## config.mk

```make
export PLATFORM = sky130hd
export DESIGN_NAME = axi_lsu_master
export DESIGN_NICKNAME = d
export VERILOG_FILES = /design/src/rtl/axi_pkg.sv /design/src/rtl/axi_lsu_master.sv
export SDC_FILE = /design/constraint.sdc
export NUM_CORES = 1
export LEC_CHECK = 0
export ABC_AREA = 1
export BUFFER_PORTS_ARGS = -buffer_cell sky130_fd_sc_hd__clkbuf_2
export CAP_MARGIN = 20
export CORE_AREA = 2 2 110 112
export CTS_BUF_LIST = sky130_fd_sc_hd__clkbuf_2
export CTS_CLUSTER_SIZE = 20
export DETAILED_ROUTE_END_ITERATION = 16
export DIE_AREA = 0 0 112 114
export PLACE_DENSITY_LB_ADDON = 0.08
export SLEW_MARGIN = 5
export SYNTH_ARGS = -nofsm -noshare
export SYNTH_HDL_FRONTEND = slang
export SYNTH_SLANG_ARGS = --single-unit
```

## constraint.sdc

```tcl
create_clock -name clk -period 1.43 [get_ports clk]
set_clock_uncertainty 0.05 [all_clocks]
set_input_delay 0.286 -clock clk [delete_from_list [all_inputs] [get_ports clk]]
set_output_delay 0.286 -clock clk [all_outputs]
set_load 0.02 [all_outputs]
```

## src/rtl/axi_pkg.sv

```systemverilog
// axi_pkg: AXI4 encodings and the load/store bridge state type shared by the
// bridge and anything that needs to decode its bus fields.
package axi_pkg;

    // Burst type encodings carried on awburst/arburst
    typedef enum logic [1:0] {
        BURST_FIXED = 2'b00,
        BURST_INCR  = 2'b01,
        BURST_WRAP  = 2'b10
    } axi_burst_t;

    // Response encodings carried on bresp/rresp; bit 1 set means an error
    typedef enum logic [1:0] {
        RESP_OKAY   = 2'b00,
        RESP_EXOKAY = 2'b01,
        RESP_SLVERR = 2'b10,
        RESP_DECERR = 2'b11
    } axi_resp_t;

    // Normal non-cacheable bufferable memory, unprivileged secure data access
    localparam logic [3:0] AXI_CACHE_DEFAULT = 4'b0011;
    localparam logic [2:0] AXI_PROT_DEFAULT  = 3'b000;

    // Bridge sequencing: request accept, read address/data, write address+data, write response, core response
    typedef enum logic [2:0] {
        IDLE,
        AR,
        R,
        WR,
        B,
        RESP
    } lsu_state_t;

endpackage

```

## src/rtl/axi_lsu_master.sv

```systemverilog
// axi_lsu_master: turns one core load/store request into a single-beat AXI4
// transaction and returns one registered response. Only one transaction is
// ever in flight, so AXI IDs on the return channels are never inspected.
module axi_lsu_master
    import axi_pkg::*;
#(
    parameter int          DATA_WIDTH = 32,
    parameter int          ADDR_WIDTH = 16,
    parameter int          STRB_WIDTH = DATA_WIDTH / 8,
    parameter int          ID_WIDTH   = 8,
    parameter int unsigned AXI_ID     = 0
) (
    input  logic                  clk,
    input  logic                  rst_n,

    input  logic                  req_valid,
    output logic                  req_ready,
    input  logic                  req_we,
    input  logic [ADDR_WIDTH-1:0] req_addr,
    input  logic [DATA_WIDTH-1:0] req_wdata,
    input  logic [STRB_WIDTH-1:0] req_wstrb,

    output logic                  resp_valid,
    input  logic                  resp_ready,
    output logic [DATA_WIDTH-1:0] resp_rdata,
    output logic                  resp_err,

    output logic [ID_WIDTH-1:0]   m_axi_awid,
    output logic [ADDR_WIDTH-1:0] m_axi_awaddr,
    output logic [7:0]            m_axi_awlen,
    output logic [2:0]            m_axi_awsize,
    output logic [1:0]            m_axi_awburst,
    output logic                  m_axi_awlock,
    output logic [3:0]            m_axi_awcache,
    output logic [2:0]            m_axi_awprot,
    output logic                  m_axi_awvalid,
    input  logic                  m_axi_awready,
    output logic [DATA_WIDTH-1:0] m_axi_wdata,
    output logic [STRB_WIDTH-1:0] m_axi_wstrb,
    output logic                  m_axi_wlast,
    output logic                  m_axi_wvalid,
    input  logic                  m_axi_wready,
    input  logic [ID_WIDTH-1:0]   m_axi_bid,
    input  logic [1:0]            m_axi_bresp,
    input  logic                  m_axi_bvalid,
    output logic                  m_axi_bready,
    output logic [ID_WIDTH-1:0]   m_axi_arid,
    output logic [ADDR_WIDTH-1:0] m_axi_araddr,
    output logic [7:0]            m_axi_arlen,
    output logic [2:0]            m_axi_arsize,
    output logic [1:0]            m_axi_arburst,
    output logic                  m_axi_arlock,
    output logic [3:0]            m_axi_arcache,
    output logic [2:0]            m_axi_arprot,
    output logic                  m_axi_arvalid,
    input  logic                  m_axi_arready,
    input  logic [ID_WIDTH-1:0]   m_axi_rid,
    input  logic [DATA_WIDTH-1:0] m_axi_rdata,
    input  logic [1:0]            m_axi_rresp,
    input  logic                  m_axi_rlast,
    input  logic                  m_axi_rvalid,
    output logic                  m_axi_rready
);

    localparam int SIZE_LOG2 = $clog2(STRB_WIDTH);
    localparam logic [ADDR_WIDTH-1:0] ALIGN_MASK =
        ~((ADDR_WIDTH'(1) << SIZE_LOG2) - ADDR_WIDTH'(1));

    lsu_state_t state, state_next;
    logic       aw_done, aw_done_next;
    logic       w_done, w_done_next;

    logic req_ready_next, resp_valid_next;
    logic awvalid_next, wvalid_next, bready_next, arvalid_next, rready_next;

    logic [ADDR_WIDTH-1:0] addr_q;
    logic [DATA_WIDTH-1:0] wdata_q;
    logic [STRB_WIDTH-1:0] wstrb_q;

    // Return-channel IDs and the low response bit carry no information for a single outstanding beat
    logic unused_inputs;
    assign unused_inputs = ^{m_axi_bid, m_axi_rid, m_axi_bresp[0], m_axi_rresp[0]};

    // Single-beat, word-sized INCR bursts; the payload comes straight from the request latch
    assign m_axi_awid    = ID_WIDTH'(AXI_ID);
    assign m_axi_awaddr  = addr_q;
    assign m_axi_awlen   = 8'd0;
    assign m_axi_awsize  = 3'(SIZE_LOG2);
    assign m_axi_awburst = BURST_INCR;
    assign m_axi_awlock  = 1'b0;
    assign m_axi_awcache = AXI_CACHE_DEFAULT;
    assign m_axi_awprot  = AXI_PROT_DEFAULT;
    assign m_axi_wdata   = wdata_q;
    assign m_axi_wstrb   = wstrb_q;
    assign m_axi_wlast   = 1'b1;
    assign m_axi_arid    = ID_WIDTH'(AXI_ID);
    assign m_axi_araddr  = addr_q;
    assign m_axi_arlen   = 8'd0;
    assign m_axi_arsize  = 3'(SIZE_LOG2);
    assign m_axi_arburst = BURST_INCR;
    assign m_axi_arlock  = 1'b0;
    assign m_axi_arcache = AXI_CACHE_DEFAULT;
    assign m_axi_arprot  = AXI_PROT_DEFAULT;

    // Next state plus the next value of every handshake output, so those outputs can be registered
    always_comb begin
        state_next   = state;
        aw_done_next = aw_done;
        w_done_next  = w_done;
        case (state)
            IDLE: begin
                if (req_valid && req_ready) begin
                    state_next   = req_we ? WR : AR;
                    aw_done_next = 1'b0;
                    w_done_next  = 1'b0;
                end
            end
            AR: begin
                if (m_axi_arvalid && m_axi_arready) state_next = R;
            end
            R: begin
                if (m_axi_rvalid && m_axi_rready) state_next = RESP;
            end
            WR: begin
                if (m_axi_awvalid && m_axi_awready) aw_done_next = 1'b1;
                if (m_axi_wvalid && m_axi_wready)   w_done_next  = 1'b1;
                if (aw_done_next && w_done_next)    state_next   = B;
            end
            B: begin
                if (m_axi_bvalid && m_axi_bready) state_next = RESP;
            end
            RESP: begin
                if (resp_valid && resp_ready) state_next = IDLE;
            end
            default: state_next = IDLE;
        endcase

        req_ready_next  = (state_next == IDLE);
        arvalid_next    = (state_next == AR);
        rready_next     = (state_next == R);
        awvalid_next    = (state_next == WR) && !aw_done_next;
        wvalid_next     = (state_next == WR) && !w_done_next;
        bready_next     = (state_next == B);
        resp_valid_next = (state_next == RESP);
    end

    // State, channel-completion flags and registered handshake outputs
    always_ff @(posedge clk) begin
        if (!rst_n) begin
            state         <= IDLE;
            aw_done       <= 1'b0;
            w_done        <= 1'b0;
            req_ready     <= 1'b0;
            m_axi_arvalid <= 1'b0;
            m_axi_rready  <= 1'b0;
            m_axi_awvalid <= 1'b0;
            m_axi_wvalid  <= 1'b0;
            m_axi_bready  <= 1'b0;
            resp_valid    <= 1'b0;
        end else begin
            state         <= state_next;
            aw_done       <= aw_done_next;
            w_done        <= w_done_next;
            req_ready     <= req_ready_next;
            m_axi_arvalid <= arvalid_next;
            m_axi_rready  <= rready_next;
            m_axi_awvalid <= awvalid_next;
            m_axi_wvalid  <= wvalid_next;
            m_axi_bready  <= bready_next;
            resp_valid    <= resp_valid_next;
        end
    end

    // Request payload latch on accept, and response capture from the R or B beat
    always_ff @(posedge clk) begin
        if (!rst_n) begin
            addr_q     <= '0;
            wdata_q    <= '0;
            wstrb_q    <= '0;
            resp_rdata <= '0;
            resp_err   <= 1'b0;
        end else begin
            if (state == IDLE && req_valid && req_ready) begin
                addr_q  <= req_addr & ALIGN_MASK;
                wdata_q <= req_wdata;
                wstrb_q <= req_wstrb;
            end
            if (state == R && m_axi_rvalid && m_axi_rready) begin
                resp_rdata <= m_axi_rdata;
                resp_err   <= m_axi_rresp[1] | ~m_axi_rlast;
            end
            if (state == B && m_axi_bvalid && m_axi_bready) begin
                resp_rdata <= '0;
                resp_err   <= m_axi_bresp[1];
            end
        end
    end

endmodule

```

# ---- Word-level counts from Yosys, hierarchy flattened
# Cells that the tools add are included.
dict set report op_classes {
  eq_ne 10
  n_mux 18
  n_bitwise 3
  n_reduce_logical 22
}
# cell count
set op_table {}
lappend op_table {{$mux 3} 6}
lappend op_table {{$pmux 3 s6} 1}
lappend op_table {{$logic_and 1x1->1} 16}
lappend op_table {{$eq 3x2->1 const B} 4}
lappend op_table {{$eq 3x3->1 const B} 4}
lappend op_table {{$mux 1} 8}
lappend op_table {{$eq 3x1->1 const B} 2}
lappend op_table {{$logic_not 3->1} 2}
lappend op_table {{$pmux 1 s2} 2}
lappend op_table {{$logic_not 1->1} 2}
lappend op_table {{$mux 2} 1}
lappend op_table {{$not 1->1} 2}
lappend op_table {{$reduce_bool 2->1} 1}
lappend op_table {{$reduce_or 2->1} 1}
lappend op_table {{$or 1x1->1} 1}
dict set report word_totals {
  regBits 95
  out_inout_bits 167
  word_cells 68
}

# ---- Depth between registers and ports, before layout
# Gate-level depths: netlist (run 1).
dict set report logic_depth {
  ltp_word 8
  ltp_mapped 9
  mapped_depth_nobuf 9
}

# ---- Worst setup path after synthesis (run 1)
# OpenSTA, ideal clock, no wires.
dict set report synth_path {
  path_kind {flip-flop to flip-flop}
  from {register m_axi_rready}
  to {register resp_rdata[10]}
  setup_time_ns 0.120
  t_arrival_ns 1.131
  setup_slack_ns 0.129
  stages_incl_launch_ff 7
  period_less_slack_ns 1.301
  cell_sequence {dfxtp_1 nand2_1 nand3b_2 buf_6 buf_4 nand2_1 a21oi_1}
}
dict set report synth_between {
  elab_chain_cells 1
}
# element line_no
set synth_rtl {}
lappend synth_rtl {{start: declaration} axi_lsu_master.sv:62} ;# output logic m_axi_rready
lappend synth_rtl {{start signal: assignment} axi_lsu_master.sv:166} ;# m_axi_rready <= rready_next;
lappend synth_rtl {{$logic_and 1x1->1} axi_lsu_master.sv:188} ;# if (state == R && m_axi_rvalid && m_axi_rready) begin
lappend synth_rtl {{end signal: assignment} axi_lsu_master.sv:189} ;# resp_rdata <= m_axi_rdata;
lappend synth_rtl {{end: declaration} axi_lsu_master.sv:25} ;# output logic [DATA_WIDTH-1:0] resp_rdata,
# Every way passes these cells.
# A chain may end at the register's enable or synchronous reset.

# ---- Worst setup path in the final report (run 1)
dict set report layout_path {
  from {register addr_q[6] (netlist: m_axi_araddr[6])}
  to {output m_axi_araddr[6]}
}
# element line_no
set layout_lines {}
lappend layout_lines {{start: declaration} axi_lsu_master.sv:76} ;# logic [ADDR_WIDTH-1:0] addr_q;
lappend layout_lines {{start signal: assignment} axi_lsu_master.sv:184} ;# addr_q <= req_addr & ALIGN_MASK;
lappend layout_lines {{end: declaration} axi_lsu_master.sv:48} ;# output logic [ADDR_WIDTH-1:0] m_axi_araddr,
# No word-level cell between the ends.

==> results.ini, run 1 <==
[place]
portBuffers = 198
place_congestion = 0.765
dp.final_hpwl_um = 7390

[power_and_ir_drop]
leakage_uw = 0.00326
finalPower_uw = 7060
seqPwrFrac = 0.453
pwr-share-comb = 0.342
p_sw_uw = 2300
p_clk_frac = 0.205
internal-power_uw = 4750
ir_drop_v = 0.000645
netSwitchingFraction = 0.326
power.density_nw_per_um2 = 987

[yosys]
synth_cell_types = 19
ys_seq_area_frac = 0.468
yosysWarnings = 0
syn_inst = 538
netlist_area_um2 = 4070
avgSynthCellArea_um2 = 7.56
ys_ff_latch = 95

[route]
wirelength_um = 11900
drt-initial-drc-count = 186
drc = 0
drtAntennaViolNets = 0
viasPerCell = 4.26
first_pass_iters = 4
wire_per_inst_um = 12.3
vias = 4129

[grt]
grt_pass1_wl_um = 18200
use_met3 = 0.0462
met2_usage = 0.326
grt_pass1_vias = 3916
grt_max_degree = 51
grt_use_total = 0.177
busiest_layer = met2
use_met1 = 0.196
antenna_found_initial = 0
gr-total-overflow = 0

[critical_path]
cp_top_family = flip-flops
end_kind = output port
crit_slowest_cell = dfxtp_2
cp_num_buf_inv = 1
path_class = register to output port
critPathLaunchType = register
critPathRequiredTime_ps = 1090
cp_max_fo = 3
crit_chain = clkbuf_4
critPathMaxStageDelay_ps = 400
arrival_ps = 1090

[run]
cap_violations = 0

[cts]
cts_tree = built
cts_buffers = 9
insertion_delay_ps = 530
path_clk_slew_ps = 240
ctsLongestPathBuffers = 2
cts_root_buf = clkbuf_2
cts_max_level = 3
clock-sinks = 95

[finish]
area_growth_syn_to_layout_pct = 75.8
drive_gt1_frac = 0.420
fin_nets = 932
num-fill-cells = 1019
final_util = 0.610
diodes = 0

[die]
core_um2 = 11700
die_h_um = 114
initial_utilization = 0.347
dieWidth_um = 112
die_area_um2 = 12800
io_pins = 282
placement_rows = 40

[timing]
max_freq_mhz = 702
hold_ws_ps = 99.5
setup_tns_ps = 0
finalSetupViolations = 0
period_share = 0.996
slew_violations = 0
rsz0062_at_grt = yes
hold_viol_final = 0
period_needed_ps = 1420

[outcome]
outcome = finished clean

[worst_hold_path]
hold_class = input pin to register

layer usage:
| layer | vias to the layer above | share of wire |
|---|---|---|
| met5 | - | 0 |
| met4 | 0 | 0.017 |
| met3 | 15 | 0.065 |
| met1 | 1861 | 0.39 |
| met2 | 153 | 0.52 |
| li1 | 2100 | - |
worst paths after layout:
path,depth (start not counted),slack [ps],startpoint,end
min reg2reg,2,440,resp_rdata[11]$_SDFFE_PP0P_,resp_rdata[11]$_SDFFE_PP0P_
max reg2reg,6,90,state[0]$_SDFF_PN0_,m_axi_wdata[9]$_SDFFE_PN0P_
min,4,100,m_axi_arready,m_axi_rready$_SDFF_PN0_
max,1,6,m_axi_araddr[6]$_SDFFE_PN0P_,m_axi_araddr[6]
stage by stage:
stage | cells | setup WS (ps) | instance area (µm²)
after floorplan | 599 | 129 | 4300
after global placement | 856 | 46.9 | 4920
after detailed placement | 856 | -1.32 | 4920
after CTS | 960 | -67.9 | 6870
after global routing | 969 | -90.7 | 7150
final | 969 | 5.92 | 7150
cells in the final DEF, fill, tap and decap left out:
cell type	synthesis	routed
a21oi_1	35	35
buf_4	80	20
clkbuf_4	0	2
conb_1	2	63
nor2_4	0	2
o21ai_0	50	49
dfxtp_2	0	84
inv_1	15	15
clkbuf_2	1	105
o21ai_1	1	2
clkinv_1	0	2
nand3b_4	0	1
nand2_1	97	96
buf_12	0	7
clkinv_2	0	1
nand3b_1	1	1
dfxtp_4	0	9
buf_6	6	11
nor2_1	120	115
dfxtp_1	95	2
inv_2	3	3
nand2_4	0	1
nor2_2	1	4
nand3_1	11	11
clkbuf_8	0	2
nand2_2	3	3
buf_8	0	88
bufinv_16	0	2
dlygate4sd3_1	0	86
kinds of logic (layout without fill, tap and decap cells):
family	after synthesis	count (layout)	synth area share
DFF	95	95	0.468
buffers and inverters	121	344	0.200
and+or+nand+nor	234	234	0.225
other	2	63	0.00185
AOI/OAI and AO/OA	86	86	0.106
cell type report:
class / instances / area [µm²] / share of cell area
multi-input combinational: 383 / 1620 / 0.227
clock inverter: 5 / 72.6 / 0.0102
tap: 147 / 184 / 0.0257
clock buffer: 11 / 55.1 / 0.00770
timing repair buffer: 310 / 3110 / 0.435
inverter: 18 / 67.6 / 0.00945
sequential: 95 / 2040 / 0.285
registers in the layout (all words and copies together), names as in the netlist, 3 cells and up:
| name | count |
|---|---|
| m_axi_araddr | 14 |
| m_axi_wdata | 32 |
| m_axi_wstrb | 4 |
| resp_rdata | 32 |
| state | 3 |
power by group through the flow:
stage | Clock [µW] | Sequential (µW) | Combinational [µW]
5_1_grt | 1620 | 3230 | 2610
3_3_place_gp | 0 | 3080 | 1660
2_1_floorplan | 0 | 3370 | 1030
6_report | 1450 | 3200 | 2410
3_5_place_dp | 0 | 3100 | 1670
4_1_cts | 1530 | 3120 | 2240
worst register-to-register path, stage by stage, from the launching register on:
cell	delay, ps
dfxtp_4	410
nor2_2	190
nand2_4	130
inv_2	130
buf_12	170
nor2_1	80
nor2_1	140
cells in the mapped netlist, drive strengths merged:
library cell  instances  area (µm²)
nor2                121         457
dfxtp                95        1900
nand3b                2        18.8
inv                  18        67.6
nand3                11        55.1
conb                  2        7.51
a21oi                35         175
nand2               100         383
buf                  96         718
clkbuf                7        27.5
o21ai                51         255
repair_timing:
| item | CTS | global route |
|---|---|---|
| endpoints found under the hold margin | 90 | 0 |
| resized for setup | 280 | 133 |
| pin swaps | 1 | 1 |
| endpoints found under the setup margin | 105 | 194 |
| hold buffers | 86 | 0 |
| buffers inserted | 2 | 9 |
Note: power is estimated with default switching activity, not from simulation.
==> run 2: changes to the inputs <==
--- a/config.mk
+++ b/config.mk
@@ -13,7 +13,7 @@
 export CTS_CLUSTER_SIZE = 20
 export DETAILED_ROUTE_END_ITERATION = 16
 export DIE_AREA = 0 0 112 114
-export PLACE_DENSITY_LB_ADDON = 0.08
+export PLACE_DENSITY = 0.7
 export SLEW_MARGIN = 5
 export SYNTH_ARGS = -nofsm -noshare
 export SYNTH_HDL_FRONTEND = slang
==> run 2 against run 1 <==
The run now ends with negative setup slack left; combinational power up 14%; total power up 3.2%; cell count up 3.0%; setup slack worse by 120 ps; critical path type is now register to register; highest routed layer unchanged.
==> results.ini, run 2 (synthesis results as in run 1) <==
[die]
dieWidth_um = 112  ; unchanged
initial_utilization = 0.347  ; unchanged
core_um2 = 11700  ; unchanged
io_pins = 282  ; unchanged
die_h_um = 114  ; unchanged
die_area_um2 = 12800  ; unchanged
placement_rows = 40  ; unchanged

[grt]
grt_pass1_wl_um = 19700  ; was 18200 µm
grt_pass1_vias = 4103  ; was 3916
grt_use_total = 0.195  ; was 0.177
grt_max_degree = 33  ; was 51
gr-total-overflow = 0  ; unchanged
antenna_found_initial = 1  ; was 0

[critical_path]
critPathLaunchType = register  ; unchanged
crit_slowest_cell = dfxtp_2  ; unchanged
critPathMaxStageDelay_ps = 390  ; was 400 ps
critPathRequiredTime_ps = 1900  ; was 1090 ps
end_kind = register  ; was output port
arrival_ps = 2010  ; was 1090 ps
path_class = register to register  ; was register to output port
crit_chain = buf_4 > nor2_4 > nand2_4 > buf_12 > clkbuf_16 > o21ai_0 > nor2_1  ; was clkbuf_4
cp_max_fo = 15  ; was 3

[timing]
period_share = 1.08  ; was 0.996
setup_slack_ps = -112  ; was 5.92 ps
slew_violations = 0  ; unchanged
rsz0062_at_grt = yes  ; unchanged
hold_viol_final = 0  ; unchanged
max_freq_mhz = 649  ; was 702 MHz
hold_ws_ps = 86.8  ; was 99.5 ps
period_needed_ps = 1540  ; was 1420 ps
setup_tns_ps = -2800  ; was 0 ps
finalSetupViolations = 116  ; was 0

[cts]
cts_root_buf = clkbuf_2  ; unchanged
cts_tree = built  ; unchanged
insertion_delay_ps = 580  ; was 530 ps
cts_max_level = 3  ; unchanged
ctsLongestPathBuffers = 2  ; unchanged
clock-sinks = 95  ; unchanged
cts_buffers = 9  ; unchanged
path_clk_slew_ps = 260  ; was 240 ps

[finish]
area_growth_syn_to_layout_pct = 94.7  ; was 75.8%
final_util = 0.676  ; was 0.610
fin_nets = 960  ; was 932
drive_gt1_frac = 0.516  ; was 0.420
ff_latch_area_um2 = 2040  ; about the same
final_cell_mix = 112 x nor2_1, 104 x clkbuf_2, 92 x buf_8  ; was 115 x nor2_1, 105 x clkbuf_2, 96 x nand2_1
num-fill-cells = 807  ; was 1019
multi_input_area_um2 = 1940  ; was 1620 µm²
final_common_cell = nor2_1  ; unchanged

[outcome]
violations = negative setup slack
outcome = complete, but fails checks  ; was finished clean

[route]
viasPerCell = 4.63  ; was 4.26
drc = 0  ; unchanged
wirelength_um = 16000  ; was 11900 µm
drtAntennaViolNets = 0  ; unchanged
vias = 4617  ; was 4129
wire_per_inst_um = 16.0  ; was 12.3 µm
drt-initial-drc-count = 197  ; was 186
first_pass_iters = 4  ; unchanged

[place]
dp.final_hpwl_um = 7200  ; was 7390 µm
place_congestion = 0.804  ; was 0.765
portBuffers = 198  ; unchanged
dp_slack_ps = -101  ; was -1.32 ps

[power_and_ir_drop]
seqPwrFrac = 0.440  ; was 0.453
leakage_uw = 0.00365  ; was 0.00326 µW
p_sw_uw = 2540  ; was 2300 µW
ir_drop_v = 0.000617  ; was 0.000645 V
power.density_nw_per_um2 = 920  ; was 987 nW/µm²
p_clk_frac = 0.184  ; was 0.205
finalPower_uw = 7280  ; was 7060 µW
pwr-share-comb = 0.376  ; was 0.342
internal-power_uw = 4750  ; about the same
netSwitchingFraction = 0.348  ; was 0.326

[worst_hold_path]
hold_class = input pin to register  ; unchanged

[run]
cap_violations = 0  ; unchanged

-- run 2: layout make-up --
class	instances	share of cell area
clock inverters	6	0.00743
inverters	18	0.0103
multi-input cells	383	0.245
clock buffers	10	0.00632
repair buffers	338	0.450
diodes	1	0.000316
well taps	147	0.0232
flip-flops and latches	95	0.257
-- run 2: final timing paths --
kind                            slack, ps                     endpoint                        from  cells after the start
worst max register to register       -110  m_axi_wstrb[1]$_SDFFE_PN0P_         state[2]$_SDFF_PN0_                      7
worst min register to register        440   resp_rdata[9]$_SDFFE_PP0P_  resp_rdata[9]$_SDFFE_PP0P_                      2
worst min-delay path                   90            w_done$_SDFF_PN0_                m_axi_wready                      7
worst max-delay path                 -110  m_axi_wstrb[1]$_SDFFE_PN0P_         state[2]$_SDFF_PN0_                      7
-- run 2: metrics by stage --
step / area [µm²] / instances
detailed placement: 4930 / 859
CTS: 6950 / 967
global route: 7920 / 998
floorplan: 4300 / 599
global placement: 4930 / 859
finish: 7920 / 998
-- run 2: power by group through the flow --
stage / clock network [µW] / logic (µW) / registers, µW
2_1_floorplan: 0 / 1030 / 3370
3_3_place_gp: 0 / 1690 / 3080
3_5_place_dp: 0 / 1700 / 3090
4_1_cts: 1410 / 2290 / 3120
5_1_grt: 1510 / 2920 / 3240
6_report: 1340 / 2740 / 3200
-- run 2: worst max-delay path: cells and delay by family, from the launching register on --
kind	cells	cell delay, ps
and+or+nand+nor	3	340
DFF	1	390
AOI/OAI and AO/OA	1	240
buffers and inverters	3	450
-- run 2: timing repair --
item                                    CTS  global route
resized for setup                       286           244
setup buffers                             1            21
cloned                                    0             9
endpoints found under the setup margin  110           160
pin swaps                                 0            38
hold buffers                             91             0
endpoints found under the hold margin    88             0
-- run 2: metal layers --
metal	track usage	share of wire
met5	0	0
met4	0.102	0.047
met3	0.0452	0.064
met2	0.375	0.54
met1	0.193	0.35
==> run 3: changes to the inputs <==
--- a/config.mk
+++ b/config.mk
@@ -5,7 +5,6 @@
 export SDC_FILE = /design/constraint.sdc
 export NUM_CORES = 1
 export LEC_CHECK = 0
-export ABC_AREA = 1
 export BUFFER_PORTS_ARGS = -buffer_cell sky130_fd_sc_hd__clkbuf_2
 export CAP_MARGIN = 20
 export CORE_AREA = 2 2 110 112
==> run 3 against run 2 <==
Wire length grew 2.7%; total power shrank 4.4%; setup slack lost 47 ps; flip-flop and latch count is the same; synthesized cell count shrank 6.7%; largest cell class unchanged; register-to-register slack lost 50 ps; design area grew 6.6%; sequential share of layout area shrank 1.1 points; combinational power shrank 5%; fmax shrank 3.0%; the flow still finishes with violations (negative setup slack); non-clock buffer count grew 14.
==> results.ini, run 3 <==
[finish]
final_common_cell = nand2_1  ; was nor2_1
final_util = 0.720  ; was 0.676
num-fill-cells = 772  ; was 807
area_growth_syn_to_layout_pct = 106  ; was 94.7%
fin_nets = 933  ; was 960
diodes = 0  ; was 1
final_cell_mix = 113 x nand2_1, 107 x buf_8, 104 x clkbuf_2  ; was 112 x nor2_1, 104 x clkbuf_2, 92 x buf_8
drive_gt1_frac = 0.599  ; was 0.516

[power_and_ir_drop]
ir_drop_v = 0.000728  ; was 0.000617 V
leakage_uw = 0.00368  ; was 0.00365 µW
finalPower_uw = 6960  ; was 7280 µW
power.density_nw_per_um2 = 826  ; was 920 nW/µm²

[place]
dp_slack_ps = -302  ; was -101 ps
place_congestion = 0.742  ; was 0.804
portBuffers = 198  ; unchanged
dp.final_hpwl_um = 7370  ; was 7200 µm

[critical_path]
end_kind = register  ; unchanged
arrival_ps = 2060  ; was 2010 ps
critPathRequiredTime_ps = 1900  ; about the same
critPathMaxStageDelay_ps = 560  ; was 390 ps
cp_max_fo = 5  ; was 15
critPathLaunchType = register  ; unchanged
path_class = register to register  ; unchanged
crit_chain = or4_4 > and4_4 > and4_1  ; was buf_4 > nor2_4 > nand2_4 > buf_12 > clkbuf_16 > o21ai_0 > nor2_1
crit_slowest_cell = or4_4  ; was dfxtp_2

[route]
drtAntennaViolNets = 0  ; unchanged
vias = 4490  ; was 4617
wire_per_inst_um = 16.9  ; was 16.0 µm
viasPerCell = 4.63  ; about the same
drc = 0  ; unchanged
wirelength_um = 16400  ; was 16000 µm
drt-initial-drc-count = 278  ; was 197
first_pass_iters = 4  ; unchanged

[grt]
grt_use_total = 0.207  ; was 0.195
grt_pass1_vias = 4222  ; was 4103
use_met3 = 0.0744  ; was 0.0452
use_met1 = 0.211  ; was 0.193
gr-total-overflow = 0  ; unchanged
grt_pass1_wl_um = 20800  ; was 19700 µm
busiest_layer = met2  ; unchanged
met2_usage = 0.379  ; was 0.375
antenna_found_initial = 0  ; was 1
grt_max_degree = 27  ; was 33

[yosys]
synth_edf_count = 0  ; unchanged
yosysWarnings = 0  ; unchanged
synth_compound_area_frac = 0.149  ; was 0.106
synthAdderAreaFrac = 0  ; unchanged
yosys.area_share.simple = 0.206  ; was 0.225
synth_xor_xnor_area_share = 0  ; unchanged
synth_top_area_share = 0.463  ; was 0.468
muxShareOfSynthArea = 0  ; unchanged
yosys.cell_count.top_type = nand2_1  ; was nor2_1
ys_top_cells_by_area = dfxtp_1 46%, nand2_1 15%, buf_4 14%  ; was dfxtp_1 47%, buf_4 15%, nor2_1 11%
synth_flop_cell = dfxtp_1  ; unchanged
synth_top_family_by_area = simple AND/OR/NAND/NOR gates  ; unchanged
avgSynthCellArea_um2 = 8.18  ; was 7.56 µm²
ys_ff_latch = 95  ; unchanged
netlist_area_um2 = 4100  ; was 4070 µm²
async_flop_share = 0  ; unchanged
ys_seq_area_frac = 0.463  ; was 0.468
synthTopCellsByCount = 168 x nand2_1, 95 x dfxtp_1, 78 x buf_4  ; was 120 x nor2_1, 97 x nand2_1, 95 x dfxtp_1
synth_top_area_cell = dfxtp_1  ; unchanged
syn_inst = 502  ; was 538
synth_cell_types = 34  ; was 19

[cts]
clock-sinks = 95  ; unchanged
ctsLongestPathBuffers = 2  ; unchanged
cts_tree = built  ; unchanged
cts_buffers = 9  ; unchanged
cts_max_level = 3  ; unchanged
path_clk_slew_ps = 290  ; was 260 ps
cts_root_buf = clkbuf_2  ; unchanged
insertion_delay_ps = 610  ; was 580 ps

[die]
core_um2 = 11700  ; unchanged
die_h_um = 114  ; unchanged
io_pins = 282  ; unchanged
dieWidth_um = 112  ; unchanged
initial_utilization = 0.350  ; was 0.347
die_area_um2 = 12800  ; unchanged
placement_rows = 40  ; unchanged

[run]
cap_violations = 0  ; unchanged

[timing]
slew_violations = 0  ; unchanged
setup_tns_ps = -10900  ; was -2800 ps
finalSetupViolations = 181  ; was 116
period_share = 1.11  ; was 1.08
setup_slack_ps = -159  ; was -112 ps
period_needed_ps = 1590  ; was 1540 ps
hold_viol_final = 0  ; unchanged
max_freq_mhz = 629  ; was 649 MHz
rsz0062_at_grt = yes  ; unchanged

[worst_hold_path]
hold_class = input pin to register  ; unchanged

[outcome]
outcome = complete, but fails checks  ; unchanged
violations = negative setup slack  ; unchanged

## run 3: cell types whose count changed after synthesis, moves of 5 or more
cell / previous run / this run
nor2_1: 120 / 8
nand2_1: 97 / 168
o21ai_0: 50 / 1
a21boi_0: 0 / 40
inv_1: 15 / 3
a21boi_1: 0 / 10
nand3_1: 11 / 3
buf_2: 10 / 15
buf_6: 6 / 1
nor2b_1: 0 / 5
## run 3: worst max-delay path: cells and delay by family, from the launching register on
| kind | cells | cell delay [ps] |
|---|---|---|
| flops | 1 | 430 |
| simple gates | 3 | 1010 |
## run 3: stage by stage
stage          area [µm²]  hold slack [ps]  cells
2_1_floorplan        4350              371    563
3_3_place_gp         5070              392    827
3_5_place_dp         5070              394    827
4_1_cts              7460             8.26    948
5_1_grt              8440             55.4    970
6_report             8440              114    970
## run 3: worst paths after layout
kind / start / end / slack, ps / cells past startpoint
setup / recovery: state[2]$_SDFF_PN0_ / req_ready$_SDFF_PN0_ / -160 / 3
hold / removal: m_axi_rvalid / resp_rdata[27]$_SDFFE_PP0P_ / 110 / 5
setup reg to reg: state[2]$_SDFF_PN0_ / req_ready$_SDFF_PN0_ / -160 / 3
hold reg to reg: m_axi_wdata[11]$_SDFFE_PN0P_ / m_axi_wdata[11]$_SDFFE_PN0P_ / 430 / 2
## run 3: repair_timing
| action | 4_1_cts | 5_1_grt |
|---|---|---|
| endpoints found under the hold margin | 87 | 0 |
| hold buffers | 89 | 0 |
| endpoints found under the setup margin | 197 | 199 |
| pin swaps | 11 | 83 |
| gates cloned | 5 | 7 |
| gates resized for setup | 363 | 281 |
| setup buffers | 11 | 18 |
## run 3: report_power, final
group / internal, µW / switching, µW
clock network: 404 / 939
logic: 1370 / 1230
registers: 2840 / 189
total: 4610 / 2360
## run 3: kinds of logic after synthesis
group / after synthesis
other cells: 2
flops: 95
compound gates: 94
buf+inv: 111
simple gates: 200
## run 3: cell type report
cell class	count	area (µm²)	area share
tap	147	184	0.0218
inverter	3	11.3	0.00133
timing repair buffer	352	3760	0.446
sequential	95	2080	0.246
multi-input combinational	357	2290	0.271
clock inverter	6	61.3	0.00727
clock buffer	10	50.0	0.00593
## run 3: per-layer routing
| layer | part of all wire | vias to the layer above |
|---|---|---|
| li1 | - | 2112 |
| met1 | 0.36 | 2096 |
| met2 | 0.53 | 228 |
| met3 | 0.072 | 54 |
| met4 | 0.038 | 0 |
| met5 | 0 | - |
